==> src/rtl/sipo_frame_rx.sv <==
// sipo_frame_rx: serial frame receiver with one-entry valid/ready output buffer
// clk       : system clock, rising edge
// rst       : asynchronous active-high reset
// a         : serial line, idles 0; start(1), D[0..WIDTH-1], optional even parity, stop(0)
// ready     : downstream accepts word when valid && ready
// q         : received word, stable while valid
// valid     : q/perr hold an unconsumed word
// perr      : parity error flag travelling with q
// frame_err : one-cycle pulse, stop bit sampled as 1
// overrun   : one-cycle pulse, good frame dropped because buffer was full
module sipo_frame_rx #(
   parameter int WIDTH     = 8,
   parameter int PARITY_EN = 1
) (
   input  logic             clk,
   input  logic             rst,
   input  logic             a,
   input  logic             ready,
   output logic [WIDTH-1:0] q,
   output logic             valid,
   output logic             perr,
   output logic             frame_err,
   output logic             overrun
);
   localparam int CW = $clog2(WIDTH);
   localparam logic [CW-1:0] LAST = CW'(WIDTH - 1);
   typedef enum logic [1:0] {IDLE, DATA, PARITY, STOP} state_t;
   state_t           state;
   logic [CW-1:0]    cnt;
   logic [WIDTH-1:0] sr;
   logic             pbad;
   always_ff @(posedge clk or posedge rst)
      if (rst) begin
         state     <= IDLE;
         cnt       <= '0;
         sr        <= '0;
         pbad      <= 1'b0;
         q         <= '0;
         valid     <= 1'b0;
         perr      <= 1'b0;
         frame_err <= 1'b0;
         overrun   <= 1'b0;
      end else begin
         frame_err <= 1'b0;
         overrun   <= 1'b0;
         // a load in STOP below overrides this consumption
         if (valid && ready) valid <= 1'b0;
         case (state)
            IDLE: if (a) begin
               state <= DATA;
               cnt   <= '0;
               pbad  <= 1'b0;
            end
            DATA: begin
               // LSB arrives first, so shift right and enter at the top
               sr  <= {a, sr[WIDTH-1:1]};
               cnt <= cnt + 1'b1;
               if (cnt == LAST) state <= (PARITY_EN != 0) ? PARITY : STOP;
            end
            PARITY: begin
               pbad  <= (^sr) ^ a;
               state <= STOP;
            end
            default: begin
               state     <= IDLE;
               frame_err <= a;
               if (!a) begin
                  if (!valid || ready) begin
                     q     <= sr;
                     perr  <= pbad;
                     valid <= 1'b1;
                  end else overrun <= 1'b1;
               end
            end
         endcase
      end
endmodule

==> config.mk <==
export PLATFORM = sky130hd
export DESIGN_NAME = sipo_frame_rx
export DESIGN_NICKNAME = d
export VERILOG_FILES = /design/src/rtl/sipo_frame_rx.sv
export SDC_FILE = /design/constraint.sdc
export NUM_CORES = 1
export LEC_CHECK = 0
export ABC_CLOCK_PERIOD_IN_PS = 1900
export BUFFER_PORTS_ARGS = -buffer_cell sky130_fd_sc_hd__buf_2
export CAP_MARGIN = 20
export CORE_MARGIN = 2
export CORE_UTILIZATION = 30
export CTS_CLUSTER_SIZE = 30
export DETAILED_ROUTE_END_ITERATION = 6
export MAX_ROUTING_LAYER = met4
export PLACE_DENSITY = 0.49
export SETUP_SLACK_MARGIN = 0.02
export SYNTH_ARGS = -nofsm -noshare
export SYNTH_HDL_FRONTEND = slang
export SYNTH_SLANG_ARGS = --single-unit
==> constraint.sdc <==
create_clock -name clk -period 1.9 [get_ports clk]
set_clock_uncertainty 0.2 [all_clocks]
set_input_delay 0.19 -clock clk [delete_from_list [all_inputs] [get_ports clk]]
set_output_delay 0.19 -clock clk [all_outputs]
set_load 0.03 [all_outputs]
==> Word-level counts from Yosys, hierarchy flattened <==
Index checks and enable logic that the tools add are counted.
Widths: inputs -> output; s select.
{ "totals": {"regBits": 26, "inputBits": 4, "out_inout_bits": 12, "wordCells": 45} }
{ "classes": {"add_sub_neg": 1, "eq_ne": 5, "mux": 15, "bitwise": 3, "reduce_logical": 12} }
{ "ops": {"columns": ["cell", "count"], "rows": [
  ["$mux 1", 9],
  ["$reduce_xor 8->1", 1],
  ["$pmux 2 s3", 1],
  ["$pmux 3 s2", 1],
  ["$reduce_and 2->1", 3],
  ["$mux 2", 2],
  ["$ne 2x2->1 const B", 2],
  ["$reduce_bool 2->1", 2],
  ["$add 3x1->3 const B", 1],
  ["$eq 3x3->1 const B", 1],
  ["$mux 3", 1],
  ["$reduce_and 3->1", 1],
  ["$reduce_or 3->1", 1],
  ["$eq 2x1->1 const B", 1],
  ["$eq 2x2->1 const B", 1],
  ["$logic_not 2->1", 1],
  ["$not 1->1", 2],
  ["$pmux 1 s2", 1],
  ["$logic_and 1x1->1", 1],
  ["$logic_not 1->1", 1],
  ["$logic_or 1x1->1", 1],
  ["$xor 1x1->1", 1]
]} }

==> Longest topological paths before layout <==
Gate-level depths: netlist of run 1.
{ "depth": {"word_depth": 5, "depth_mapped": 6, "mapped_depth_nobuf": 6} }

==> Worst setup path before layout of run 1 <==
OpenSTA, ideal clock, no wires.
{ "synth_path": {"kind": "reg-to-reg", "start": "register state[1]", "end": "register sr[0]", "setup_time_ps": 125, "arrival_ps": 1320, "t_required_ps": 1575, "path_slack_ps": 255, "path_stages_with_launch": 5, "n_path_buf": 1, "period_less_slack_ps": 1645, "cell_sequence": "dfrtp_1 > inv_1 > ha_1 > buf_1 > mux2_2"} }
{ "synth_via": {"elab_chain_len": 1} }
{ "synth_rtl": {"columns": ["item", "line_no", "source"], "rows": [
  ["start, declared", "28", "state_t state;"],
  ["start signal, assigned", "58", "if (cnt == LAST) state <= (PARITY_EN != 0) ? PARITY : STOP;"],
  ["$eq 2x1->1", "48", "case (state)"],
  ["end signal, assigned", "56", "sr <= {a, sr[WIDTH-1:1]};"],
  ["end, declared", "30", "logic [WIDTH-1:0] sr;"]
]} }
Every way passes these cells.
A chain may end at the register's enable or synchronous reset.

==> Worst setup path in the final report of run 1 <==
{ "layout_path": {"start": "register state[0]", "end": "register cnt[2]"} }
{ "layout_via": {"elab_chain_len": 3, "word_cells_on_any_way": 6, "cone_classes": "eq/ne: 2; mux: 1; reduce/logical: 3"} }
{ "layout_rtl": {"columns": ["item", "line_no", "source"], "rows": [
  ["$eq 2x1->1 or $logic_not 2->1 (tied branches)", "48", null],
  ["$reduce_bool 2->1 (no source line) or $ne 2x2->1 (tied branches)", null, null],
  ["$reduce_and 2->1 (no source line)", null, null],
  ["end signal, assigned", "57", "cnt <= cnt + 1'b1;"],
  ["end, declared", "29", "logic [CW-1:0] cnt;"]
]} }
Parallel ways exist; a longest one is shown, timed or not.

==> impl_metrics.yaml, run 1 <==
cells_and_area:
  layout-drive-gt1-share_pct: 39.4
  final_nets: 115
  fill_cells: 361
  mostFrequentLayoutCell: "dfrtp_1"
  instances_no_fill: 152
  num_antenna_cells: 0
  area_delta_synth_final_pct: 20.5
  seqCellArea_um2: 651
  final_cell_mix: "dfrtp_1, mux2_2, buf_2, ha_1"
  multi_input_area_um2: 495
  fin_util_pct: 37.9
die:
  rows: 22
  die_x_um: 66.4
  coreArea_um2: 3720
  die_area_um2: 4410
  pin_count: 16
  die_y_um: 66.4
  start_util_pct: 31.5
cts:
  cts_made_buffers: 3
  cts_buffer_depth: 2
  clock_latency_ns: 0.27
  h-tree-depth: 1
  clk_pin_slew_ns: 0.09
  cts_tree: "yes"
  cts_sinks: 26
  cts-root-buf: "clkbuf_8"
  cts_resized: 0
setup_path:
  path_class: "flip-flop to flip-flop"
  crit_chain: "inv_1, ha_1, nand2b_1, o21ai_0, a32o_1"
  worstRegToRegCells: 5
  crit_path_end_kind: "flip-flop"
  r2r-end: "cnt[2]"
  worstSetupStartpoint: "state[0]"
  required_ns: 1.86
  path_max_fanout: 6
  crit_slowest_cell: "dfrtp_1"
  crit_path_max_incr_delay_ns: 0.38
  worstSetupStartpointType: "flip-flop"
  cp.arrival_ns: 1.67
  rrSetupSlack_ns: 0.19
  reg2reg_from: "state[0]"
global_route:
  grt_pass1_wl_um: 3310
  antenna_found_initial: 0
  grt_overflow: 0
  grt_max_degree: 27
  grt_pass1_vias: 724
  grtUsageTotal_pct: 10.7
sta:
  timing.final.ws_setup_ns: 0.195
  min_period_over_period_pct: 89.8
  setup_violations: 0
  setup_tns_ns: 0
  post-route-min-period_ns: 1.71
  rsz0062_at_grt: "false"
  worstMarginPinSlew_ns: 0.337
  fmax_mhz: 586
  hold_viol: 0
  slew_headroom_pct: 77.3
  slew_violations: 0
placement:
  io_buffers: 15
  place_ws_ns: 0.215
  hpwl_um: 1370
  post-place-cells: 146
  globalplace.congestion: 0.724
synthesis:
  synth.top_cell.area_share_pct: 55.6
  syn_inst: 82
  synth_nets: 92
  yosys_warnings: 0
  synth_top_cell_by_area: "dfrtp_1"
  avgSynthCellArea_um2: 14.3
  ys_seq_area_share_pct: 55.6
  ys_seq_elements: 26
  netlist_area_um2: 1170
  synth_cell_types: 23
  synth_area_leaders: "dfrtp_1, mux2_2, ha_1"
power:
  p_per_area_nw_per_um2: 1870
  max-vdd-ir-drop_mv: 0.534
  p_leak_nw: 0.709
detailed_routing:
  avgRoutedWirePerCell_um: 12.8
  drtPass1Iterations: 5
  ant_nets: 0
  routed_wl_um: 1950
  drt_iter0_markers: 11
  drcViolationCount: 0
  vias: 693
  viasPerCell: 4.56
worst_hold_path:
  worstHoldStart: "a"
  hold_end: "frame_err"
  whs_path_depth: 2
  worstHoldPathType: "input port to flip-flop"
status:
  status: "finished, final reports clean"
flow_run:
  max_cap_violations: 0
[kinds of logic (layout without fill, tap and decap cells)]
| family | after synthesis | in the layout | share of synthesized area (%) |
|---|---|---|---|
| buffers and inverters | 6 | 28 | 2.03 |
| adders and majority gates | 6 | 6 | 6.42 |
| DFF | 26 | 26 | 55.6 |
| and+or+nand+nor | 12 | 12 | 6.42 |
| muxes | 20 | 20 | 19.0 |
| AOI/OAI and AO/OA | 7 | 7 | 4.39 |
| xor gates and xnor gates | 5 | 5 | 6.10 |
[state kept, by name, summed over array words and instances, names as in the netlist]
signal and count:
frame_err 1, pbad 1, valid 1, sr 8, q 8, cnt 3
state 2, overrun 1, perr 1
[area by class of cell]
cell class,count,share of cell area [%]
Multi-Input combinational cell,50,35.1
Tap cell,48,4.26
Inverter,4,1.06
Clock inverter,1,2.13
Clock buffer,3,2.93
Timing Repair Buffer,20,8.34
Sequential cell,26,46.1
[per-layer routing]
metal | vias up | track usage (%) | share of wire, %
met4 | 0 | 6.12 | 1.4
met3 | 2 | 2.04 | 2.7
li1 | 329 | - | -
met2 | 10 | 17.6 | 53
met5 | - | - | 0
met1 | 352 | 12.1 | 43
[where the power goes]
group,internal [mW],switching (mW),total (mW),leakage [nW]
combinational,0.629,0.590,1.22,0.345
clock,0.282,0.175,0.457,0.0357
sequential,0.794,0.166,0.960,0.328
total,1.70,0.931,2.64,0.709
[critical path: cells and delay by family, from the launching register on]
| family | cells | cell delay (ns) |
|---|---|---|
| adder cells (fa/ha/maj) | 1 | 0.25 |
| AO/OA/AOI/OAI | 2 | 0.46 |
| buffers and inverters | 1 | 0.08 |
| flip-flops | 1 | 0.38 |
| AND/OR/NAND/NOR | 1 | 0.23 |
[per-stage QoR]
step                      total power [mW]  hold WS [ns]  cell area [um^2]
after floorplan                       1.93        0.0300              1170
after global placement                2.18        0.0587              1320
after detailed placement              2.22        0.0714              1320
after CTS                             2.68        0.0235              1410
after global routing                  2.84        0.0366              1410
final                                 2.64        0.0290              1410
[worst max path at each step]
stage / slack [ns] / cells past startpoint / endpoint
finish: 0.19 / 5 / cnt[2]
global route: 0.07 / 5 / cnt[2]
CTS: 0.20 / 5 / cnt[2]
detailed placement: 0.21 / 5 / cnt[2]
global placement: 0.29 / 5 / cnt[1]
floorplan: 0.25 / 4 / sr[0]
[repair_timing]
| item | in CTS | in global routing |
|---|---|---|
| hold buffers | 2 | 0 |
| buffers inserted | 0 | 0 |
| hold endpoints to repair | 28 | 0 |
[Yosys cell counts (all sizes together)]
| cell type | count |
|---|---|
| o21ai | 2 |
| nand2 | 4 |
| and3 | 1 |
| buf | 2 |
| ha | 6 |
| a21o | 1 |
| and2 | 1 |
| nand2b | 2 |
| dfrtp | 26 |
| xnor2 | 2 |
| o32ai | 1 |
| xor2 | 1 |
| nor2 | 1 |
| nand3b | 1 |
| nor2b | 1 |
| mux2i | 2 |
| inv | 4 |
| a21oi | 1 |
| a32o | 2 |
| nand3 | 1 |
| xnor3 | 2 |
| mux2 | 18 |
Power figures use the tool's default switching activity.
==> run 2: changes to the inputs <==
--- a/config.mk
+++ b/config.mk
@@ -5,6 +5,7 @@
 export SDC_FILE = /design/constraint.sdc
 export NUM_CORES = 1
 export LEC_CHECK = 0
+export ABC_AREA = 1
 export ABC_CLOCK_PERIOD_IN_PS = 1900
 export BUFFER_PORTS_ARGS = -buffer_cell sky130_fd_sc_hd__buf_2
 export CAP_MARGIN = 20
==> impl_metrics.yaml, run 2 <==
status:
  status: "finished, final reports clean"
sta:
  slew_headroom_pct: 77.3
  worstMarginPinSlew_ns: 0.340
  setup_violations: 0
  setup_tns_ns: 0
  post-route-min-period_ns: 1.64
  rsz0062_at_grt: "false"
  hold_viol: 0
  fmax_mhz: 609
  slew_violations: 0
  min_period_over_period_pct: 86.5
  timing.final.ws_setup_ns: 0.257
detailed_routing:
  drcViolationCount: 0
  routed_wl_um: 2180
  drtPass1Iterations: 4
  vias: 899
  drt_iter0_markers: 32
  avgRoutedWirePerCell_um: 10.4
  viasPerCell: 4.28
  ant_nets: 0
die:
  rows: 23
  pin_count: 16
  die_x_um: 69.4
  coreArea_um2: 4060
  die_area_um2: 4810
  die_y_um: 69.4
  start_util_pct: 31.6
global_route:
  grt_pass1_wl_um: 3960
  grt_max_degree: 27
  antenna_found_initial: 0
  grt_pass1_vias: 872
  grt_overflow: 0
  grtUsageTotal_pct: 10.4
power:
  p_per_area_nw_per_um2: 1630
  max-vdd-ir-drop_mv: 0.364
  p_leak_nw: 0.777
cells_and_area:
  top_regs: "q: 8 flops, sr: 8 flops, cnt: 3 flops"
  final_cell_mix: "nand2_1, dfrtp_1, buf_2, inv_1, o21ai_0"
  layout-drive-gt1-share_pct: 26.3
  final_nets: 171
  num_antenna_cells: 0
  fill_cells: 422
  area_delta_synth_final_pct: 14.5
  design_area_um2: 1470
  mostFrequentLayoutCell: "nand2_1"
synthesis:
  synthAdderAreaFrac_pct: 5.86
  synth_top_cell_by_area: "dfrtp_1"
  yosysMostFrequentCell: "nand2_1"
  synth_compound_area_share_pct: 12.6
  synth_cell_types: 20
  ys.flop_type: "dfrtp_1"
  synth_xor_area_share_pct: 1.27
  ys_seq_area_share_pct: 50.8
  yosys_warnings: 0
  yosys.area_share.simple_pct: 20.5
  synth_area_leaders: "dfrtp_1, nand2_1, o21ai_2"
  synth_top_family_by_area: "simple AND/OR/NAND/NOR gates"
  avgSynthCellArea_um2: 9.02
  syn_inst: 142
  synth_edf_count: 0
  synth_nets: 152
  synthMuxAreaShare_pct: 1.17
  yosys-top-cells-count: "nand2_1, dfrtp_1, inv_1"
  async_reset_ff_share_pct: 100
  netlist_area_um2: 1280
  synth.top_cell.area_share_pct: 50.8
  ys_seq_elements: 26
placement:
  hpwl_um: 1660
  globalplace.congestion: 0.755
  io_buffers: 15
  place_area_um2: 1400
  place_ws_ns: 0.266
cts:
  cts_buffer_depth: 2
  cts_setup_buffers: 0
  h-tree-depth: 1
  clk_pin_slew_ns: 0.09
  postCtsHoldBufs: 1
  cts-root-buf: "clkbuf_8"
  clock_latency_ns: 0.27
  cts_tree: "yes"
  cts_made_buffers: 3
  cts_resized: 0
  cts_sinks: 26
setup_path:
  cp.arrival_ns: 1.60
  path_max_fanout: 17
  worstSetupStartpointType: "flip-flop"
  r2r-end: "perr"
  required_ns: 1.86
  crit_path_end_kind: "flip-flop"
  rrSetupSlack_ns: 0.26
  path_class: "flip-flop to flip-flop"
  reg2reg_from: "state[0]"
  worstRegToRegCells: 5
worst_hold_path:
  worstHoldPathType: "input port to flip-flop"
  worstHoldStart: "a"
  hold_end: "overrun"
  whs_path_depth: 2
flow_run:
  max_cap_violations: 0
-- run 2: worst max-delay path: stages, from the launching register on --
cell	delay, ns
dfrtp_1	0.42
ha_1	0.22
inv_1	0.14
nor2_4	0.05
nand2_4	0.19
mux2_4	0.32
-- run 2: report_power, final --
group	switching (mW)	leakage [nW]	internal (mW)	total (mW)
Clock	0.171	0.0288	0.185	0.356
Sequential	0.142	0.340	0.767	0.909
Combinational	0.742	0.408	0.386	1.13
-- run 2: metrics by stage --
step	power, mW	cells	util [%]	hold slack (ns)
final	2.39	210	36.1	0.0174
after global routing	2.63	210	36.1	0.0408
after CTS	2.43	210	36.1	0.0104
after detailed placement	2.07	205	34.5	0.0682
after global placement	2.04	205	34.5	0.0607
after floorplan	1.81	142	-	0.0300
-- run 2: final cells by class --
| cell class | count | area, um^2 | area share [%] |
|---|---|---|---|
| inverter | 18 | 67.6 | 4.61 |
| tap | 50 | 62.6 | 4.27 |
| timing repair buffer | 18 | 100 | 6.83 |
| multi-input combinational | 94 | 531 | 36.2 |
| clock buffer | 4 | 55.1 | 3.75 |
| sequential | 26 | 651 | 44.4 |
-- run 2: kinds of logic after synthesis --
group,count (synthesis)
flops,26
fa+ha+maj,6
mux,1
simple gates,61
xor+xnor,1
compound gates,25
buf+inv,22
-- run 2: worst max path at each step --
stage / cells after the start / slack [ns] / to / startpoint
floorplan: 5 / 0.44 / perr / state[0]
global placement: 5 / 0.29 / perr / state[0]
detailed placement: 5 / 0.27 / perr / state[0]
CTS: 5 / 0.25 / perr / state[0]
global route: 5 / 0.13 / perr / state[0]
finish: 5 / 0.26 / perr / state[0]
-- run 2: per-layer routing --
layer | share of wire (%) | GRT usage (%)
met1 | 52 | 14.1
met2 | 43 | 14.9
met3 | 3.7 | 2.03
met4 | 2.1 | 5.23
met5 | 0 | -
